`config.mk`:
```
export PLATFORM = sky130hd
export DESIGN_NAME = fp32_dot_accumulator_flat
export DESIGN_NICKNAME = d
export VERILOG_FILES = /design/src/rtl/fp32_dot_accumulator_if.sv /design/src/rtl/fp32_dot_accumulator.sv /design/src/flat_wrapper.sv
export SDC_FILE = /design/constraint.sdc
export NUM_CORES = 1
export LEC_CHECK = 0
export CAP_MARGIN = 20
export CELL_PAD_IN_SITES_DETAIL_PLACEMENT = 1
export CELL_PAD_IN_SITES_GLOBAL_PLACEMENT = 1
export CORE_ASPECT_RATIO = 1.2
export CORE_MARGIN = 2
export CORE_UTILIZATION = 45
export CTS_CLUSTER_DIAMETER = 80
export DETAILED_ROUTE_END_ITERATION = 8
export PLACE_DENSITY = 0.85
export SYNTH_ARGS = -nofsm -noshare
export SYNTH_HDL_FRONTEND = slang
export SYNTH_SLANG_ARGS = --single-unit
export TNS_END_PERCENT = 30
```
`constraint.sdc`:
```
create_clock -name i_clk -period 22.3 [get_ports i_clk]
set_input_delay 6.69 -clock i_clk [delete_from_list [all_inputs] [get_ports i_clk]]
set_output_delay 6.69 -clock i_clk [all_outputs]
set_load 0.01 [all_outputs]
```
`src/rtl/fp32_dot_accumulator_if.sv`:
```
// Product-stream / writeback handshake bundle for fp32_dot_accumulator.
// The o_nan/o_inexact flags exist only when FPACC_FLAGS_EN is defined.
interface fp32_dot_accumulator_if;
  logic        i_valid;
  logic        o_ready;
  logic [31:0] i_data;
  logic        o_valid;
  logic        i_ready;
  logic [31:0] o_sum;
  logic        o_overflow;
`ifdef FPACC_FLAGS_EN
  logic        o_nan;
  logic        o_inexact;
`endif

  modport slave (
    input  i_valid, i_data, i_ready,
    output o_ready, o_valid, o_sum, o_overflow
`ifdef FPACC_FLAGS_EN
    , output o_nan, o_inexact
`endif
  );

  modport master (
    output i_valid, i_data, i_ready,
    input  o_ready, o_valid, o_sum, o_overflow
`ifdef FPACC_FLAGS_EN
    , input o_nan, o_inexact
`endif
  );
endinterface

```
`src/rtl/fp32_dot_accumulator.sv`:
```
// Sums N_TERMS fp32 products into one dot-product element using a multi-cycle adder FSM.
// Optional sticky o_nan/o_inexact outputs are enabled by defining FPACC_FLAGS_EN.
module fp32_dot_accumulator #(
  parameter int unsigned N_TERMS = 4,
  parameter int unsigned CNT_W   = $clog2(N_TERMS + 1)
) (
  input  logic                         i_clk,
  input  logic                         i_rst,
  fp32_dot_accumulator_if.slave        bus
);

  localparam logic [31:0] QNAN = 32'h7fc0_0000;

  typedef enum logic [2:0] {S_IDLE, S_ALIGN, S_ADD, S_NORM, S_ROUND, S_OUT} state_t;

  state_t             r_state;
  logic [31:0]        r_acc, r_op, r_sum, r_spec_val;
  logic [CNT_W-1:0]   r_count;
  logic               r_ready, r_valid, r_ovf, r_special, r_sign, r_sub;
  logic signed [9:0]  r_exp;
  logic [27:0]        r_big, r_small, r_mag;
`ifdef FPACC_FLAGS_EN
  logic               r_nan, r_inexact;
`endif

  function automatic logic [4:0] lzc27(input logic [26:0] v);
    logic [4:0] n;
    n = 5'd27;
    for (int i = 0; i < 27; i++) if (v[i]) n = 5'(26 - i);
    return n;
  endfunction

  // ALIGN: operand classification and special-case result
  logic w_a_zero, w_b_zero, w_a_inf, w_b_inf, w_a_nan, w_b_nan, w_special;
  logic [31:0] w_spec_val;
  assign w_a_zero = (r_acc[30:23] == 8'd0);
  assign w_b_zero = (r_op[30:23] == 8'd0);
  assign w_a_inf  = (r_acc[30:23] == 8'hff) && (r_acc[22:0] == 23'd0);
  assign w_b_inf  = (r_op[30:23] == 8'hff) && (r_op[22:0] == 23'd0);
  assign w_a_nan  = (r_acc[30:23] == 8'hff) && (r_acc[22:0] != 23'd0);
  assign w_b_nan  = (r_op[30:23] == 8'hff) && (r_op[22:0] != 23'd0);

  always_comb begin
    w_special  = 1'b1;
    w_spec_val = QNAN;
    if (w_a_nan || w_b_nan || (w_a_inf && w_b_inf && (r_acc[31] != r_op[31]))) w_spec_val = QNAN;
    else if (w_a_inf)               w_spec_val = r_acc;
    else if (w_b_inf)               w_spec_val = r_op;
    else if (w_a_zero && w_b_zero)  w_spec_val = {r_acc[31] & r_op[31], 31'd0};
    else if (w_a_zero)              w_spec_val = r_op;
    else if (w_b_zero)              w_spec_val = r_acc;
    else                            w_special  = 1'b0;
  end

  // ALIGN: order by magnitude, shift the smaller significand with sticky collection
  logic        w_swap;
  logic [31:0] w_big;
  logic [30:0] w_small;
  logic [7:0]  w_diff;
  logic [4:0]  w_sh;
  logic [55:0] w_small_wide;
  logic [27:0] w_small_al;
  assign w_swap       = (r_op[30:0] > r_acc[30:0]);
  assign w_big        = w_swap ? r_op : r_acc;
  assign w_small      = w_swap ? r_acc[30:0] : r_op[30:0];
  assign w_diff       = w_big[30:23] - w_small[30:23];
  assign w_sh         = (w_diff > 8'd27) ? 5'd27 : w_diff[4:0];
  assign w_small_wide = {2'b01, w_small[22:0], 3'b000, 28'd0} >> w_sh;
  assign w_small_al   = {w_small_wide[55:29], w_small_wide[28] | (|w_small_wide[27:0])};

  // NORM: carry shift-right or leading-zero shift-left
  logic [4:0]        w_lz;
  logic signed [9:0] w_exp_lz;
  assign w_lz     = lzc27(r_mag[26:0]);
  assign w_exp_lz = r_exp - $signed({5'd0, w_lz});

  // ROUND: round-to-nearest-even and overflow to infinity
  logic [23:0]       w_mant;
  logic              w_g, w_rs, w_up, w_ovf;
  logic [24:0]       w_mant_r;
  logic [22:0]       w_frac;
  logic signed [9:0] w_exp_r;
  logic [31:0]       w_res;
  assign w_mant   = r_mag[26:3];
  assign w_g      = r_mag[2];
  assign w_rs     = r_mag[1] | r_mag[0];
  assign w_up     = w_g & (w_rs | w_mant[0]);
  assign w_mant_r = {1'b0, w_mant} + 25'(w_up);
  assign w_frac   = w_mant_r[24] ? w_mant_r[23:1] : w_mant_r[22:0];
  assign w_exp_r  = w_mant_r[24] ? (r_exp + 10'sd1) : r_exp;
  assign w_ovf    = (w_exp_r >= 10'sd255);
  assign w_res    = r_special ? r_spec_val
                  : (w_ovf ? {r_sign, 8'hff, 23'd0} : {r_sign, w_exp_r[7:0], w_frac});

  always_ff @(posedge i_clk or posedge i_rst) begin
    if (i_rst) begin
      r_state    <= S_IDLE;
      r_acc      <= 32'd0;
      r_op       <= 32'd0;
      r_sum      <= 32'd0;
      r_spec_val <= 32'd0;
      r_count    <= '0;
      r_ready    <= 1'b0;
      r_valid    <= 1'b0;
      r_ovf      <= 1'b0;
      r_special  <= 1'b0;
      r_sign     <= 1'b0;
      r_sub      <= 1'b0;
      r_exp      <= 10'sd0;
      r_big      <= 28'd0;
      r_small    <= 28'd0;
      r_mag      <= 28'd0;
`ifdef FPACC_FLAGS_EN
      r_nan      <= 1'b0;
      r_inexact  <= 1'b0;
`endif
    end else begin
      case (r_state)
        S_IDLE: begin
          r_ready <= 1'b1;
          if (bus.i_valid && r_ready) begin
            r_op    <= bus.i_data;
            r_count <= r_count + CNT_W'(1);
            r_ready <= 1'b0;
            r_state <= S_ALIGN;
          end
        end
        S_ALIGN: begin
          r_special  <= w_special;
          r_spec_val <= w_spec_val;
          r_sign     <= w_big[31];
          r_exp      <= $signed({2'b00, w_big[30:23]});
          r_big      <= {2'b01, w_big[22:0], 3'b000};
          r_small    <= w_small_al;
          r_sub      <= r_acc[31] ^ r_op[31];
          r_state    <= w_special ? S_ROUND : S_ADD;
        end
        S_ADD: begin
          r_mag   <= r_sub ? (r_big - r_small) : (r_big + r_small);
          r_state <= S_NORM;
        end
        S_NORM: begin
          // Exact cancellation yields +0; exponent underflow flushes to signed zero
          if (r_mag == 28'd0) begin
            r_special  <= 1'b1;
            r_spec_val <= 32'd0;
          end else if (r_mag[27]) begin
            r_mag <= {1'b0, r_mag[27:2], r_mag[1] | r_mag[0]};
            r_exp <= r_exp + 10'sd1;
          end else begin
            if (w_exp_lz <= 10'sd0) begin
              r_special  <= 1'b1;
              r_spec_val <= {r_sign, 31'd0};
            end
            r_mag <= r_mag << w_lz;
            r_exp <= w_exp_lz;
          end
          r_state <= S_ROUND;
        end
        S_ROUND: begin
          r_acc <= w_res;
          if (!r_special && w_ovf) r_ovf <= 1'b1;
`ifdef FPACC_FLAGS_EN
          if ((w_res[30:23] == 8'hff) && (w_res[22:0] != 23'd0)) r_nan <= 1'b1;
          if (!r_special && (w_g || w_rs)) r_inexact <= 1'b1;
`endif
          if (r_count == CNT_W'(N_TERMS)) begin
            r_sum   <= w_res;
            r_valid <= 1'b1;
            r_state <= S_OUT;
          end else begin
            r_ready <= 1'b1;
            r_state <= S_IDLE;
          end
        end
        S_OUT: begin
          if (bus.i_ready) begin
            r_acc     <= 32'd0;
            r_count   <= '0;
            r_ovf     <= 1'b0;
            r_valid   <= 1'b0;
            r_ready   <= 1'b1;
`ifdef FPACC_FLAGS_EN
            r_nan     <= 1'b0;
            r_inexact <= 1'b0;
`endif
            r_state   <= S_IDLE;
          end
        end
        default: r_state <= S_IDLE;
      endcase
    end
  end

  assign bus.o_ready    = r_ready;
  assign bus.o_valid    = r_valid;
  assign bus.o_sum      = r_sum;
  assign bus.o_overflow = r_ovf;
`ifdef FPACC_FLAGS_EN
  assign bus.o_nan      = r_nan;
  assign bus.o_inexact  = r_inexact;
`endif

endmodule

```
`src/flat_wrapper.sv`:
```
// flat-port wrapper written by rule: the top's interface ports become plain ports
module fp32_dot_accumulator_flat 
#(
  parameter int unsigned N_TERMS = 4,
  parameter int unsigned CNT_W   = $clog2(N_TERMS + 1)
)
  (i_clk, i_rst, bus_i_valid, bus_i_data, bus_i_ready, bus_o_ready, bus_o_valid, bus_o_sum, bus_o_overflow);
  fp32_dot_accumulator_if bus_i ();
  input  logic i_clk;
  input  logic i_rst;
  input wire logic [$bits(bus_i.i_valid)-1:0] bus_i_valid;
  input wire logic [$bits(bus_i.i_data)-1:0] bus_i_data;
  input wire logic [$bits(bus_i.i_ready)-1:0] bus_i_ready;
  output wire logic [$bits(bus_i.o_ready)-1:0] bus_o_ready;
  output wire logic [$bits(bus_i.o_valid)-1:0] bus_o_valid;
  output wire logic [$bits(bus_i.o_sum)-1:0] bus_o_sum;
  output wire logic [$bits(bus_i.o_overflow)-1:0] bus_o_overflow;
  assign bus_i.i_valid = bus_i_valid;
  assign bus_i.i_data = bus_i_data;
  assign bus_i.i_ready = bus_i_ready;
  assign bus_o_ready = bus_i.o_ready;
  assign bus_o_valid = bus_i.o_valid;
  assign bus_o_sum = bus_i.o_sum;
  assign bus_o_overflow = bus_i.o_overflow;
  fp32_dot_accumulator #(.N_TERMS(N_TERMS), .CNT_W(CNT_W)) u_core (.i_clk(i_clk), .i_rst(i_rst), .bus(bus_i));
endmodule
```
; ---- After elaboration in Yosys (flattened, before gate mapping)
; Index checks and enable logic that the tools add are counted.
[word_totals]
inputBits = 36
word_cells = 168
ff_bits = 230
[op_classes]
eq_ne = 17
magnitude_cmp = 4
bitwise_logic = 6
n_shift = 2
muxes = 79
addsub = 7
n_reduce_logical = 37
[op_table]
columns = operator, n
row1 = $mux W32, 12
row2 = $pmux W32 S2, 2
row3 = $mux W5, 17
row4 = $mux W28, 3
row5 = $mux W31, 2
row6 = $pmux W28 S2, 1
row7 = $shr A55 B5 Y56, 1
row8 = $logic_not A23 Y1, 2
row9 = $reduce_bool A23 Y1, 2
row10 = $mux W4, 8
row11 = $gt A31 B31 Y1, 1
row12 = $mux W10, 3
row13 = $add A27 B28 Y28, 1
row14 = $logic_not A28 Y1, 1
row15 = $reduce_or A28 Y1, 1
row16 = $shl A28 B5 Y28, 1
row17 = $sub A27 B28 Y28, 1
row18 = $add A24 B1 Y25, 1
row19 = $mux W23, 1
row20 = $pmux W10 S2, 1
row21 = $pmux W3 S6, 1
row22 = $eq A8 B8 Y1 const B, 2
row23 = $logic_not A8 Y1, 2
row24 = $mux W1, 16
row25 = other kinds (31), 69

; ---- Longest topological paths before layout
[logic_depth]
ltp_word = 33
ltp_mapped = 27

; ---- Worst setup path before layout
; No wires, ideal clock.
[synth_timing]
path_type = input to register
start = in bus_i_valid
end = reg u_core.r_op[10]
setup_ns = 0.125
cell_stages = 5
t_arrival_ns = 7.706
setup_slack_ns = 14.469
path_buffers = 1
path_cell_list = nand2_1 nor2_1 nand2_1 clkbuf_1 mux2_2
[synth_via]
elab_chain_cells = 2
[synth_lines]
columns = element, line
row1 = "start, declared", flat_wrapper.sv:11  ; input wire logic [$bits(bus_i.i_valid)-1:0] bus_i_valid;
row2 = $logic_and A1 B1 Y1, fp32_dot_accumulator.sv:121  ; if (bus.i_valid && r_ready) begin
row3 = $reduce_and A2 Y1 (no source line), n/a
row4 = "end signal, assigned", fp32_dot_accumulator.sv:122  ; r_op <= bus.i_data;
row5 = "end, declared", fp32_dot_accumulator.sv:17  ; logic [31:0] r_acc, r_op, r_sum, r_spec_val;
; No other way between the ends.
; A chain may end at the register's enable or synchronous reset.

==> flow_metrics.env <==
export IMPL_port_buffers=70
export IMPL_cts_sinks=229
export IMPL_die_width_um=189
export IMPL_tns_ns=0
export IMPL_grt_overflow=0
export IMPL_cts_hold_buf=0
export IMPL_antenna_cells=0
export IMPL_drt_first_pass_iters=6
export IMPL_path_cells="clkdlybuf4s50_1 > inv_8 > buf_4 > buf_4"
export IMPL_synthCells=2352
export IMPL_core_area_um2=40700
export IMPL_ant_nets=0
export IMPL_drv_cap=0
export IMPL_use_met2=0.560
export IMPL_finalCritPeriodShare=0.391
export IMPL_post_cts_buffers=0
export IMPL_design_area_um2=20300
export IMPL_tightestPinTransition_ns=1.09
export IMPL_rows=81
export IMPL_die_area_um2=42900
export IMPL_startpoint_type="input port"
export IMPL_finalSetupViolCount=0
export IMPL_grt_max_degree=117
export IMPL_clkLatencyLatePin_ns=0.56
export IMPL_ctsLongestPathBuffers=3
export IMPL_drc=0
export IMPL_clkTransAtPathRegs_ns=0.06
export IMPL_rsz0062_at_grt="false"
export IMPL_async_flop_share=1.00
export IMPL_wirelength_um=72600
export IMPL_initial_utilization=0.456
export IMPL_fp_dieH_um=226
export IMPL_fin_crit_ns=8.73
export IMPL_critical_path_class="input port to asynchronous set/reset pin"
export IMPL_cts_root_buf="clkbuf_16"
export IMPL_via_per_inst=6.65
export IMPL_path_max_fanout=116
export IMPL_hold_path_class="register to register"
export IMPL_io_pins=71
export IMPL_yosysSeqAreaShare=0.309
export IMPL_grt_pass1_wl_um=113000
export IMPL_crit_family="buffers and inverters"
export IMPL_wl_per_cell_um=25.4
export IMPL_r2r_worst_path_cells=21
export IMPL_cp_end_kind="asynchronous set/reset pin"
export IMPL_post_cts_resized=0
export IMPL_cp_required_ns=22.89
export IMPL_slowest_stage="buf_4"
export IMPL_maxSlewViolCount=0
export IMPL_antenna_found_initial=0
export IMPL_cp_arrival_ns=9.32
export IMPL_place_area_um2=19500
export IMPL_grt_busiest_layer="met2"
export IMPL_ys_warn_count=0
export IMPL_gp_routability_congestion=0.984
export IMPL_drt_iter0_markers=1740
export IMPL_use_met1=0.441
export IMPL_drive_gt1_frac=0.0725
export IMPL_fmax_ghz=0.115
export IMPL_max_stage_delay_ns=0.74
export IMPL_ys_types=94
export IMPL_finClkSkew_ns=0.0219
export IMPL_hold_viol_final=0
export IMPL_via_count=19003
export IMPL_cp_depth=4
export IMPL_avgSynthCellArea_um2=7.89
export IMPL_relSlewSlack=0.273
export IMPL_grt_usage=0.336
export IMPL_cts_tree="yes"
export IMPL_syn_nets=2481
export IMPL_r2r_setup_slack_ns=14.08
export IMPL_h_tree_depth=1
export IMPL_outcome="complete, no violations"
export IMPL_syn_to_final_growth_pct=9.58
export IMPL_synth_seq_cells=229
export IMPL_grt_pass1_vias=19116
export IMPL_crit_top_cell="buf_4"
export IMPL_finalNetCount=2432
export IMPL_numCtsBuffers=25
export IMPL_synth_edf_count=0
export IMPL_dp_hpwl_um=53500
export IMPL_syn_area_um2=18600
export IMPL_grt_util_met3=0.0316
export IMPL_synth_flop_cell="dfrtp_1"
export IMPL_critPathBufInv=4
export IMPL_hold_path_depth=2
==> placed cells by master, fill, tap and decap left out, types with 13 or more instances in the layout <==
cell type,netlist,final
xor2_1,14,14
o221ai_1,13,13
mux2i_1,48,48
nor3_1,62,62
dfrtp_1,229,229
and2_1,14,14
ha_1,91,91
and3_1,28,28
nor2_1,164,164
a221oi_1,14,14
mux4_2,15,15
clkbuf_16,0,25
a211oi_1,36,36
a31oi_1,20,20
o21ai_1,18,17
buf_4,4,27
or3_1,13,13
nand3_1,70,69
o21ai_0,224,223
mux2_2,42,42
o22ai_1,29,29
nor4_1,32,32
inv_1,118,117
clkdlybuf4s50_1,0,70
a21oi_1,222,222
nand2b_1,17,16
xnor2_1,46,46
o31ai_1,32,30
nand2_1,287,287
nand4_1,26,26
a22oi_1,34,34
a21o_1,17,17
o211ai_1,19,19
==> final timing paths <==
| kind | startpoint | end |
|---|---|---|
| worst max-delay path | i_rst | u_core.r_small[18] |
| worst min-delay path | u_core.bus.o_sum[5] | u_core.bus.o_sum[5] |
| worst max register to register | u_core.r_acc[27] | u_core.r_small[0] |
| worst min register to register | u_core.bus.o_sum[5] | u_core.bus.o_sum[5] |
| max in group i_clk | u_core.r_acc[27] | u_core.r_small[0] |
| min in group asynchronous | i_rst | u_core.r_exp[5] |
==> sequential cells by signal, indices dropped and copies added (netlist names) <==
name,cells
u_core.bus.o_sum,32
u_core.r_mag,28
u_core.r_special,1
u_core.r_count,3
u_core.r_sign,1
u_core.r_acc,32
u_core.bus.o_valid,1
u_core.r_spec_val,32
u_core.r_sub,1
u_core.r_exp,10
u_core.r_big,24
u_core.r_small,27
u_core.r_op,32
u_core.bus.o_ready,1
u_core.bus.o_overflow,1
u_core.r_state,3
==> metrics by stage <==
stage          setup slack [ns]  hold slack (ns)  utilization  instances
3_3_place_gp              12.95            0.460        0.478       2812
6_report                  13.57            0.477        0.499       2857
4_1_cts                   13.47            0.483        0.498       2854
3_5_place_dp              12.90            0.470        0.478       2812
5_1_grt                   13.19            0.501        0.499       2857
2_1_floorplan              9.33            0.441            -       2352
==> per-layer routing <==
| metal | wire length (um) | share of wire |
|---|---|---|
| met5 | 0 | 0 |
| met4 | 3650 | 0.050 |
| met3 | 4920 | 0.068 |
| met2 | 34100 | 0.47 |
| met1 | 29900 | 0.41 |
==> synthesized netlist by cell type (all sizes together) (12+ instances only) <==
cell type	number	area, um^2
clkbuf	147	552
mux2	42	473
xor2	14	123
and2	15	93.8
ha	91	1140
mux2i	48	480
nand2	288	1090
and3	28	175
o31ai	32	240
a22oi	34	255
buf	28	153
nor3	66	363
or3	13	81.3
mux4	15	338
nor2b	12	75.1
inv	123	462
nor2	166	628
o211ai	20	164
nand4	27	175
nor4	32	200
a31oi	20	125
o21bai	12	90.1
o22ai	29	181
xnor2	46	403
a21o	17	128
a21oi	224	1140
nand2b	17	106
a211oi	36	270
a221oi	15	138
o221ai	13	114
dfrtp	229	5730
nand3	71	360
o21ai	242	1210
==> worst reg2reg max path: cells and delay by family, from the launching register on <==
| family | cells | cell delay, ns |
|---|---|---|
| flops | 1 | 0.53 |
| mux | 1 | 0.23 |
| buf+inv | 1 | 0.15 |
| fa+ha+maj | 2 | 0.77 |
| compound gates | 10 | 2.97 |
| simple gates | 6 | 2.55 |
| xor+xnor | 1 | 0.87 |
==> layout make-up <==
class,instances,area (um^2)
fill,4930,20400
inverter,124,473
tap,539,674
clock buffer,38,754
timing repair buffer,99,928
multi-input combinational,1824,11700
clock inverter,4,65.1
sequential,229,5730
==> cells by family (layout without fill, tap and decap cells) <==
logic type               after synthesis  after routing  share of synthesized area
multiplexers                         105            105                     0.0696
adder cells (fa/ha/maj)               94             94                     0.0641
AND/OR/NAND/NOR                      753            753                      0.188
flip-flops                           229            229                      0.309
XOR/XNOR                              60             60                     0.0283
AO/OA/AOI/OAI                        812            812                      0.279
buffers and inverters                299            265                     0.0630
Power is not shown: default switching activity piles up to over one toggle a cycle in this logic, so the estimate is an artifact.
